File: src/rtl/stopwatch_pkg.sv
`default_nettype none
// ============================================================================
// Module  : stopwatch_pkg
// Purpose : Shared widths, default moduli and the packed BCD digit record
//           used by the stopwatch counter chain and its BCD converters.
// Rev     : 1.0  initial release
// ============================================================================
package stopwatch_pkg;

    localparam int CNT_W   = 13;   // every time field is a 13-bit unsigned count
    localparam int DIGIT_W = 4;    // one BCD digit

    localparam int SMALL_MOD_DEF = 100;
    localparam int SEC_MOD_DEF   = 60;
    localparam int MIN_MOD_DEF   = 60;
    localparam int HR_MOD_DEF    = 24;

    typedef struct packed {
        logic [DIGIT_W-1:0] thousands;
        logic [DIGIT_W-1:0] hundreds;
        logic [DIGIT_W-1:0] tens;
        logic [DIGIT_W-1:0] ones;
    } bcd4_t;

endpackage
`default_nettype wire

File: src/rtl/bin13_to_bcd4.sv
`default_nettype none
// ============================================================================
// Module  : bin13_to_bcd4
// Purpose : Combinational 13-bit binary to 4-digit BCD converter
//           (double-dabble, 13 shift iterations).
// Ports   : A         in  13  binary value 0..8191
//           ONES      out  4  ones digit (0..9)
//           TENS      out  4  tens digit (0..9)
//           HUNDREDS  out  4  hundreds digit (0..9)
//           thousands out  4  thousands digit (0..8)
// Rev     : 1.0  initial release
// ============================================================================
module bin13_to_bcd4
    import stopwatch_pkg::*;
(
    input  logic [CNT_W-1:0]   A,
    output logic [DIGIT_W-1:0] ONES,
    output logic [DIGIT_W-1:0] TENS,
    output logic [DIGIT_W-1:0] HUNDREDS,
    output logic [DIGIT_W-1:0] thousands
);

    localparam int c_BCD_W = 4 * DIGIT_W;

    // {bcd digits, binary}; the binary part is shifted up into the digits.
    logic [c_BCD_W+CNT_W-1:0] w_shift;

    always_comb begin
        w_shift = {{c_BCD_W{1'b0}}, A};
        for (int i = 0; i < CNT_W; i++) begin
            // Pre-correct any digit >= 5 so the following doubling carries
            // correctly into the next decimal digit.
            for (int d = 0; d < 4; d++) begin
                if (w_shift[CNT_W + d*DIGIT_W +: DIGIT_W] >= 4'd5) begin
                    w_shift[CNT_W + d*DIGIT_W +: DIGIT_W] =
                        w_shift[CNT_W + d*DIGIT_W +: DIGIT_W] + 4'd3;
                end
            end
            w_shift = w_shift << 1;
        end
        ONES      = w_shift[CNT_W + 0*DIGIT_W +: DIGIT_W];
        TENS      = w_shift[CNT_W + 1*DIGIT_W +: DIGIT_W];
        HUNDREDS  = w_shift[CNT_W + 2*DIGIT_W +: DIGIT_W];
        thousands = w_shift[CNT_W + 3*DIGIT_W +: DIGIT_W];
    end

endmodule
`default_nettype wire

File: src/rtl/stopwatch_bcd.sv
`default_nettype none
// ============================================================================
// Module  : stopwatch_bcd
// Purpose : Free-running elapsed-time counter (centiseconds, seconds,
//           minutes, hours) with a prescaler and BCD views of every field.
// Ports   : clk            in   1  system clock, rising edge
//           reset          in   1  synchronous active-high reset
//           small_sec_out  out 13  centisecond count (binary)
//           seconds_out    out 13  seconds count (binary)
//           minutes_out    out 13  minutes count (binary)
//           hours_out      out 13  hours count (binary)
//           small_bcd      out 16  {thousands,hundreds,tens,ones} of small_sec_out
//           sec_bcd        out 16  BCD of seconds_out
//           min_bcd        out 16  BCD of minutes_out
//           hr_bcd         out 16  BCD of hours_out
// Rev     : 1.0  initial release
// ============================================================================
module stopwatch_bcd
    import stopwatch_pkg::*;
#(
    parameter int TICK_DIV  = 1,
    parameter int SMALL_MOD = SMALL_MOD_DEF,
    parameter int SEC_MOD   = SEC_MOD_DEF,
    parameter int MIN_MOD   = MIN_MOD_DEF,
    parameter int HR_MOD    = HR_MOD_DEF
) (
    input  logic             clk,
    input  logic             reset,
    output logic [CNT_W-1:0] small_sec_out,
    output logic [CNT_W-1:0] seconds_out,
    output logic [CNT_W-1:0] minutes_out,
    output logic [CNT_W-1:0] hours_out,
    output logic [15:0]      small_bcd,
    output logic [15:0]      sec_bcd,
    output logic [15:0]      min_bcd,
    output logic [15:0]      hr_bcd
);

    localparam int c_DIV_W = (TICK_DIV > 1) ? $clog2(TICK_DIV) : 1;
    localparam logic [c_DIV_W-1:0] c_TICK_LAST  = c_DIV_W'(TICK_DIV - 1);
    localparam logic [CNT_W-1:0]   c_SMALL_LAST = CNT_W'(SMALL_MOD - 1);
    localparam logic [CNT_W-1:0]   c_SEC_LAST   = CNT_W'(SEC_MOD - 1);
    localparam logic [CNT_W-1:0]   c_MIN_LAST   = CNT_W'(MIN_MOD - 1);
    localparam logic [CNT_W-1:0]   c_HR_LAST    = CNT_W'(HR_MOD - 1);

    logic [c_DIV_W-1:0] r_presc_q, w_presc_d;
    logic [CNT_W-1:0]   r_small_q, w_small_d;
    logic [CNT_W-1:0]   r_sec_q,   w_sec_d;
    logic [CNT_W-1:0]   r_min_q,   w_min_d;
    logic [CNT_W-1:0]   r_hr_q,    w_hr_d;

    logic w_tick;
    logic w_small_wrap;
    logic w_sec_wrap;
    logic w_min_wrap;

    // Carries are qualified by every lower stage so a full rollover
    // (e.g. x:59:59.99 -> x+1:00:00.00) completes in a single edge.
    always_comb begin
        w_tick       = (r_presc_q == c_TICK_LAST);
        w_small_wrap = w_tick       && (r_small_q == c_SMALL_LAST);
        w_sec_wrap   = w_small_wrap && (r_sec_q   == c_SEC_LAST);
        w_min_wrap   = w_sec_wrap   && (r_min_q   == c_MIN_LAST);

        w_presc_d = w_tick ? '0 : r_presc_q + c_DIV_W'(1);

        w_small_d = r_small_q;
        if (w_tick) begin
            w_small_d = w_small_wrap ? '0 : r_small_q + CNT_W'(1);
        end

        w_sec_d = r_sec_q;
        if (w_small_wrap) begin
            w_sec_d = w_sec_wrap ? '0 : r_sec_q + CNT_W'(1);
        end

        w_min_d = r_min_q;
        if (w_sec_wrap) begin
            w_min_d = w_min_wrap ? '0 : r_min_q + CNT_W'(1);
        end

        w_hr_d = r_hr_q;
        if (w_min_wrap) begin
            w_hr_d = (r_hr_q == c_HR_LAST) ? '0 : r_hr_q + CNT_W'(1);
        end
    end

    always_ff @(posedge clk) begin
        if (reset) begin
            r_presc_q <= '0;
            r_small_q <= '0;
            r_sec_q   <= '0;
            r_min_q   <= '0;
            r_hr_q    <= '0;
        end else begin
            r_presc_q <= w_presc_d;
            r_small_q <= w_small_d;
            r_sec_q   <= w_sec_d;
            r_min_q   <= w_min_d;
            r_hr_q    <= w_hr_d;
        end
    end

    assign small_sec_out = r_small_q;
    assign seconds_out   = r_sec_q;
    assign minutes_out   = r_min_q;
    assign hours_out     = r_hr_q;

    // BCD views: index 0 = small_sec, 1 = seconds, 2 = minutes, 3 = hours.
    logic [CNT_W-1:0]   w_bin [4];
    logic [DIGIT_W-1:0] w_on  [4];
    logic [DIGIT_W-1:0] w_te  [4];
    logic [DIGIT_W-1:0] w_hu  [4];
    logic [DIGIT_W-1:0] w_th  [4];
    bcd4_t              w_bcd [4];

    assign w_bin[0] = r_small_q;
    assign w_bin[1] = r_sec_q;
    assign w_bin[2] = r_min_q;
    assign w_bin[3] = r_hr_q;

    generate
        for (genvar g = 0; g < 4; g++) begin : g_conv
            bin13_to_bcd4 u_conv (
                .A         (w_bin[g]),
                .ONES      (w_on[g]),
                .TENS      (w_te[g]),
                .HUNDREDS  (w_hu[g]),
                .thousands (w_th[g])
            );
            assign w_bcd[g] = {w_th[g], w_hu[g], w_te[g], w_on[g]};
        end
    endgenerate

    assign small_bcd = w_bcd[0];
    assign sec_bcd   = w_bcd[1];
    assign min_bcd   = w_bcd[2];
    assign hr_bcd    = w_bcd[3];

endmodule
`default_nettype wire

File: config.mk
export PLATFORM = sky130hd
export DESIGN_NAME = stopwatch_bcd
export DESIGN_NICKNAME = d
export VERILOG_FILES = /design/src/rtl/stopwatch_pkg.sv /design/src/rtl/bin13_to_bcd4.sv /design/src/rtl/stopwatch_bcd.sv
export SDC_FILE = /design/constraint.sdc
export NUM_CORES = 1
export LEC_CHECK = 0
export CAP_MARGIN = 0
export CORE_MARGIN = 2
export CORE_UTILIZATION = 30
export DETAILED_ROUTE_END_ITERATION = 7
export PLACE_DENSITY_LB_ADDON = 0.05
export REMOVE_ABC_BUFFERS = 1
export SYNTH_ARGS = -nofsm -noshare
export SYNTH_HDL_FRONTEND = slang
export SYNTH_SLANG_ARGS = --single-unit
File: constraint.sdc
create_clock -name clk -period 11 [get_ports clk]
set_clock_uncertainty 0.05 [all_clocks]
set_input_delay 2.2 -clock clk [delete_from_list [all_inputs] [get_ports clk]]
set_output_delay 2.2 -clock clk [all_outputs]
set_load 0.01 [all_outputs]
==> results.yml, run 1 <==
floorplan:
  die_w_um: 224
  die-area_um2: 50100
  core_area_um2: 47700
  ios: 118
  die_y_um: 224
  rows: 80
  initial_core_util: 0.304
yosys:
  syn_inst: 2123
  synth_area_um2: 14500
  yosysMostFrequentCell: "nor2_1"
  async_flop_share: 0
  synth-main-ff-cell: "dfxtp_1"
  synth-seq-cells: 53
  syn_avg_cell_area_um2: 6.83
  netlist_top_cells_count: "nor2_1, nand2_1, a21oi_1, o21ai_0, inv_1"
  yosysTopAreaCell: "ha_1"
  yosys-top-cells-area: "ha_1, dfxtp_1, nor2_1"
  synth_edf_count: 0
  yosysWarnings: 0
  yosys.cell_types.count: 114
  yosysSeqAreaShare: 0.0732
  yosysTopAreaCellShare: 0.0811
cells_and_area:
  drive_gt1_frac: 0.220
  layout.nets: 2469
  final-instance-count-excl-fill: 2988
  nFillCells: 5051
  area_growth_pct: 29.5
  post-route-cell-area_um2: 18800
  diodes: 0
hold_path:
  min_path_type: "flip-flop to flip-flop"
power:
  power.switching_uw: 77.6
  switching_share: 0.213
  share_clk_of_total_power: 0.433
  p_leak_nw: 8.03
  peakVddDrop_mv: 0.0537
  p_int_uw: 287
  p_seq_frac: 0.535
  power_per_cell_area_nw_per_um2: 19.4
  power_frac_comb: 0.031
clock_network:
  clk_latency_ps: 290
  cts_tree: "built"
  cts.sinks: 53
  cts_root_buffer: "clkbuf_16"
  numCtsBuffers: 5
  hold_buffers: 0
  cts_max_level: 2
  cts_buffer_depth: 2
  clk_pin_slew_ps: 60
global_route:
  antenna_found_initial: 1
  grt_pass1_vias: 15300
  grt_use_total: 0.167
  grt_max_degree: 31
  overflow: 0
  grt_pass1_wl_um: 73800
timing:
  setup_viol: 0
  fin_crit_sh: 0.970
  drv_slew: 0
  fin_ws_ps: 333
  hold_violations: 0
  slew_headroom: 0.347
  fmax_mhz: 93.7
  tightestPinTransition_ps: 978
  period_needed_ps: 10670
setup_path:
  critical_path.max_stage_delay_ps: 530
  crit_fanout: 7
  critPathKind: "flip-flop to output pin"
  arrival_ps: 8420
  cp_top_family: "compound AO/OA/AOI/OAI gates"
  worst_path_most_repeated_cell: "inv_2"
  crit_path_end_kind: "output pin"
  start_kind: "flip-flop"
  critPathRequiredTime_ps: 8750
  worst-path-buf-inv: 12
  cp_slowest_cell: "or4_4"
place:
  dp_hpwl_um: 33500
  portBuffers: 117
  post-place-ws_ps: -215
  dp.cells: 2904
  place.gp.congestion: 0.854
  post_dp_cell_area_um2: 17200
detailed_routing:
  drt_iter0_markers: 956
  via_count: 16600
  post_drt_wl_per_cell_um: 14.9
  ant_nets: 0
  wirelength_um: 44400
  viasPerCell: 5.57
  dr.pass1.iters: 5
  drc: 0
outcome:
  outcome: "finished, final reports clean"
run:
  cap_violations: 0
[flip-flops by register name, summed over array words and instances, names as in the netlist]
signal	count
small_sec_out	13
r_presc_q	1
minutes_out	13
hours_out	13
seconds_out	13
[kinds of logic (layout without fill, tap and decap cells)]
| kind of cell | count (synthesis) | count (layout) | synth area share |
|---|---|---|---|
| buffers and inverters | 231 | 481 | 0.0620 |
| xor gates and xnor gates | 112 | 112 | 0.0706 |
| adders and majority gates | 99 | 99 | 0.0845 |
| AOI/OAI and AO/OA | 743 | 743 | 0.367 |
| other | 1 | 1 | 0.000259 |
| muxes | 94 | 94 | 0.0707 |
| DFF | 53 | 53 | 0.0732 |
| and+or+nand+nor | 790 | 790 | 0.271 |
[what timing repair did]
action,4_1_cts,5_1_grt
setup endpoints to repair,40,48
pin swaps,20,76
buffers inserted,21,56
resized for setup,58,217
[power groups by stage]
stage,Sequential (mW),Combinational [mW],Clock (mW)
3_3_place_gp,0.200,0.0117,0
6_report,0.195,0.0115,0.158
3_5_place_dp,0.200,0.0118,0
2_1_floorplan,0.199,0.00611,0
5_1_grt,0.195,0.0130,0.173
4_1_cts,0.195,0.0118,0.167
[worst register-to-register path: cells and delay by family (launching register included)]
kind / cells / cell delay, ps
AND/OR/NAND/NOR: 6 / 1990
buffers and inverters: 2 / 520
flip-flops: 1 / 900
[area by class of cell]
type	instances	area, µm²	share of cell area
Multi-Input combinational cell	1839	13400	0.714
Timing Repair Buffer	348	2920	0.155
Sequential cell	53	1060	0.0566
Tap cell	615	769	0.0410
Inverter	126	475	0.0253
Clock buffer	7	143	0.00760
[final timing paths]
path,start,to,slack [ps],cells past startpoint
min reg2reg,r_presc_q,small_sec_out[1],510,2
min,r_presc_q,small_sec_out[1],510,2
max,minutes_out[10],min_bcd[11],330,45
max reg2reg,seconds_out[5],hours_out[10],7400,8
[layout by cell type, fill, tap and decap left out, types with 24 or more instances in the layout]
cell type and n:
mux2_2 31, a21oi_1 113, nand3_1 74, and2_1 32
a211oi_1 37, nand2b_1 41, nand2_1 152, ha_1 69
o211ai_1 36, mux2i_1 49, buf_4 230, nor2_1 230
o21ai_0 103, clkdlybuf4s50_1 80, nor3_1 53, a21o_1 30
a31oi_1 24, and3_1 26, dfxtp_1 52, dlymetal6s2s_1 24
inv_1 99, xnor2_1 72
[per-stage QoR]
stage / TNS (ps) / power (mW) / hold slack (ps) / utilization
3_5_place_dp: -1470 / 0.211 / 509 / 0.360
5_1_grt: -294 / 0.381 / 578 / 0.393
4_1_cts: 0 / 0.374 / 520 / 0.371
3_3_place_gp: -5.19 / 0.211 / 506 / 0.360
6_report: 0 / 0.365 / 514 / 0.393
2_1_floorplan: 0 / 0.205 / 479 / -
[layer usage]
metal  up-vias  wire length (µm)  part of all wire  global-route usage
met3        14              1160             0.026              0.0131
met1      7875             21900              0.49               0.230
met2       224             21100              0.48               0.290
met4         2               257            0.0058              0.0222
met5         -                13           0.00029                   0
li1       8521                 -                 -                   -
(Power assumes the default switching activity.)
==> run 2: changes to the inputs <==
- CORE_MARGIN: 2 -> default
- PLACE_DENSITY: default -> 0.56
- PLACE_DENSITY_LB_ADDON: 0.05 -> default
==> run 2 against run 1 <==
Clock power rose by 20%. Die area fell by 1.8%. Clock-buffer cell count did not move. Critical endpoint unchanged. Largest power group unchanged. Wire length fell by 3.7%.
==> results.yml, run 2 (synthesis gave the netlist of run 1 again) <==
timing:
  fin_crit_sh: 0.974
  setup_viol: 0
  rsz0062_at_grt: "true"
  fin_ws_ps: 281
  tightestPinTransition_ps: 1110
  slew_headroom: 0.263
  hold_violations: 0
  fmax_mhz: 93.3
  hold_ws_ps: 499
  period_needed_ps: 10720
  drv_slew: 0
global_route:
  grt_pass1_vias: 15100
  antenna_found_initial: 0
  grt_max_degree: 31
  grt_pass1_wl_um: 70700
  grt_use_total: 0.162
  overflow: 0
floorplan:
  core_area_um2: 47700
  die_y_um: 222
  die_w_um: 222
  initial_core_util: 0.304
  rows: 80
  ios: 118
  die-area_um2: 49200
outcome:
  outcome: "finished, final reports clean"
power:
  power.switching_uw: 84.4
  p_seq_frac: 0.493
  power_per_cell_area_nw_per_um2: 21.3
  power_frac_comb: 0.030
  share_clk_of_total_power: 0.477
  p_int_uw: 311
  power_uw: 396
  switching_share: 0.213
  p_leak_nw: 7.78
  peakVddDrop_mv: 0.0489
cells_and_area:
  final_common_cell: "nor2_1"
  drive_gt1_frac: 0.206
  final_cell_mix: "nor2_1, buf_4, nand2_1"
  nFillCells: 4878
  post-route-cell-area_um2: 18600
  final_util: 0.389
  diodes: 0
  multi_input_area_um2: 13600
  layout.nets: 2415
  area_growth_pct: 27.9
  layout.area.seq_um2: 1060
setup_path:
  worst-path-buf-inv: 11
  critical_path.max_stage_delay_ps: 450
  crit_path_end_kind: "output pin"
  critPathKind: "flip-flop to output pin"
  crit_fanout: 7
  arrival_ps: 8470
  cp_top_family: "simple AND/OR/NAND/NOR gates"
  cp_slowest_cell: "or3_1"
  start_kind: "flip-flop"
  critPathRequiredTime_ps: 8750
clock_network:
  hold_buffers: 0
  cts_tree: "built"
  numCtsBuffers: 5
  cts_max_level: 2
  clk_latency_ps: 300
  cts.sinks: 53
  cts_root_buffer: "clkbuf_16"
  cts_buffer_depth: 2
  clk_pin_slew_ps: 70
place:
  post-place-ws_ps: -334
  place.gp.congestion: 0.885
  portBuffers: 117
  post_dp_cell_area_um2: 16800
  dp_hpwl_um: 31400
detailed_routing:
  drt_iter0_markers: 884
  dr.pass1.iters: 5
  viasPerCell: 5.63
  drc: 0
  via_count: 16500
  wirelength_um: 42800
  post_drt_wl_per_cell_um: 14.6
  ant_nets: 0
hold_path:
  min_path_type: "flip-flop to flip-flop"
run:
  cap_violations: 0
==> run 2: power groups by stage <==
stage | Clock, mW | Sequential, mW | Combinational, mW
CTS | 0.199 | 0.195 | 0.0121
detailed placement | 0 | 0.199 | 0.0120
finish | 0.189 | 0.195 | 0.0119
global placement | 0 | 0.199 | 0.0119
global route | 0.206 | 0.195 | 0.0132
floorplan | 0 | 0.199 | 0.00611
==> run 2: worst min-delay path, delay by kind of cell, from the launching register on <==
family           cells  cell delay [ps]
flip-flops           1              370
XOR/XNOR             1               80
AND/OR/NAND/NOR      1               70
==> run 2: worst paths after layout <==
check	start	to	slack, ps	cells after the start
worst max-delay path	minutes_out[11]	min_bcd[11]	280	47
worst min-delay path	minutes_out[10]	minutes_out[10]	500	2
worst max register to register	small_sec_out[6]	minutes_out[9]	7090	10
worst min register to register	minutes_out[10]	minutes_out[10]	500	2
==> run 2: cell type report <==
| class | count | area share |
|---|---|---|
| Inverter | 126 | 0.0256 |
| Clock inverter | 1 | 0.00162 |
| Clock buffer | 7 | 0.00769 |
| Tap cell | 615 | 0.0415 |
| Timing Repair Buffer | 294 | 0.136 |
| Sequential cell | 53 | 0.0573 |
| Multi-Input combinational cell | 1839 | 0.730 |
==> run 2: metrics by stage <==
stage               TNS, ps  instances
floorplan                 0       2018
global placement      -1220       2856
detailed placement    -5340       2856
CTS                       0       2886
global route          -1960       2935
finish                    0       2935
==> run 2: metal layers <==
metal	vias up	global-route usage	wire (µm)
met5	-	0	0
met4	0	0.0329	432
met3	26	0.00729	961
met2	271	0.288	20900
met1	7812	0.215	20400
li1	8418	-	-
==> run 2: timing repair <==
item                       4_1_cts  5_1_grt
setup buffers                   22       49
setup endpoints to repair       39       44
gates resized for setup         82      207
pin swaps                       16       64
==> run 3: changes to the inputs <==
- CORE_ASPECT_RATIO: default -> 1.2
==> run 3 against run 2 <==
Clock-buffer cell count grew 1. Wire length is essentially flat. Register-to-register slack gained 100 ps. Non-clock buffer count grew 16. Worst hold slack gained 21 ps. Sequential cell count is the same. Utilization grew 0.39 points. Total power shrank 8.8%. Via count grew 1.4%. First-iteration DRC count grew 18%. Combinational power is essentially flat. Critical path type unchanged. Highest routed layer unchanged.
==> results.yml, run 3 (synthesis gave the netlist of run 1 again) <==
clock_network:
  numCtsBuffers: 5
  clk_pin_slew_ps: 70
  cts.sinks: 53
  cts_root_buffer: "clkbuf_16"
  cts_buffer_depth: 2
  cts_max_level: 2
  hold_buffers: 0
  clk_latency_ps: 290
  cts_tree: "built"
place:
  portBuffers: 117
  place.gp.congestion: 0.889
  dp_hpwl_um: 31800
  dp.cells: 2864
timing:
  fin_crit_sh: 0.963
  setup_viol: 0
  slew_headroom: 0.270
  fin_setup_tns_ps: 0
  fmax_mhz: 94.4
  drv_slew: 0
  hold_violations: 0
  rsz0062_at_grt: "true"
  period_needed_ps: 10590
  hold_ws_ps: 520
  tightestPinTransition_ps: 1100
power:
  peakVddDrop_mv: 0.0481
  p_int_uw: 282
  power_uw: 361
  p_seq_frac: 0.541
  switching_share: 0.217
  share_clk_of_total_power: 0.427
  power_per_cell_area_nw_per_um2: 19.4
  power_frac_comb: 0.033
  p_leak_nw: 7.78
  power.switching_uw: 78.4
detailed_routing:
  wl_met1_um: 19200
  dr.pass1.iters: 6
  highest_layer: "met4"
  wl_met2_um: 22000
  drt_iter0_markers: 1040
  viasPerCell: 5.66
  ant_nets: 0
  wirelength_um: 42700
  post_drt_wl_per_cell_um: 14.4
  wl_met3_um: 989
  via_count: 16800
  drc: 0
cells_and_area:
  diodes: 0
  final_cell_mix: "nor2_1, buf_4, nand2_1"
  final-instance-count-excl-fill: 2959
  final_common_cell: "nor2_1"
  drive_gt1_frac: 0.214
  area_growth_pct: 28.2
  nFillCells: 4913
  layout.nets: 2431
floorplan:
  die_w_um: 203
  core_area_um2: 47400
  ios: 118
  die_y_um: 243
  rows: 87
  initial_core_util: 0.306
  die-area_um2: 49200
outcome:
  outcome: "finished, final reports clean"
hold_path:
  min_path_type: "flip-flop to flip-flop"
global_route:
  antenna_found_initial: 0
  grt_use_total: 0.162
  grt_max_degree: 31
  grt_pass1_vias: 15600
  grt_pass1_wl_um: 70800
  overflow: 0
setup_path:
  arrival_ps: 8340
  crit_fanout: 6
  critPathRequiredTime_ps: 8750
  critPathKind: "flip-flop to output pin"
  critical_path.max_stage_delay_ps: 570
  start_kind: "flip-flop"
  cp_slowest_cell: "clkdlybuf4s50_1"
  worst_path_most_repeated_cell: "inv_1"
  crit_path_end_kind: "output pin"
run:
  cap_violations: 0
-- run 3: power by group through the flow --
stage	logic, mW	registers, mW	clock network (mW)
detailed placement	0.0120	0.200	0
floorplan	0.00611	0.199	0
finish	0.0118	0.195	0.154
CTS	0.0120	0.195	0.163
global route	0.0132	0.195	0.169
global placement	0.0119	0.199	0
-- run 3: layer usage --
layer / GRT usage / vias up
met5: 0 / -
met4: 0.0332 / 0
met3: 0.00994 / 36
met2: 0.306 / 287
met1: 0.197 / 7995
li1: - / 8438
-- run 3: per-stage QoR --
stage           util  worst slack (ps)  instance area, µm²
6_report       0.393               407               18600
3_5_place_dp   0.355              -438               16800
5_1_grt        0.393              -102               18600
3_3_place_gp   0.355              -313               16800
2_1_floorplan      -              67.3               14100
4_1_cts        0.369              5.51               17500
-- run 3: worst max-delay path, delay by kind of cell, from the launching register on --
family / cells / cell delay [ps]
compound gates: 15 / 2810
fa+ha+maj: 7 / 1390
simple gates: 8 / 1270
buf+inv: 9 / 1170
xor+xnor: 3 / 580
mux: 3 / 510
flops: 1 / 340
-- run 3: path summary, 6_finish.rpt --
check	from	endpoint	slack, ps	cells past startpoint
max	hours_out[11]	hr_bcd[9]	410	45
min	r_presc_q	small_sec_out[1]	520	2
max reg2reg	small_sec_out[6]	hours_out[11]	7190	8
min reg2reg	r_presc_q	small_sec_out[1]	520	2
-- run 3: cell type report --
type	count	area [µm²]	share of cell area
Clock buffer	8	136	0.00734
Inverter	126	475	0.0256
Multi-Input combinational cell	1839	13500	0.728
Sequential cell	53	1060	0.0573
Tap cell	623	779	0.0419
Timing Repair Buffer	310	2600	0.140
-- run 3: what timing repair did --
item,CTS,global route
pin swaps,22,71
resized for setup,88,211
endpoints found under the setup margin,42,44
hold endpoints to repair,0,0
buffers inserted,29,58
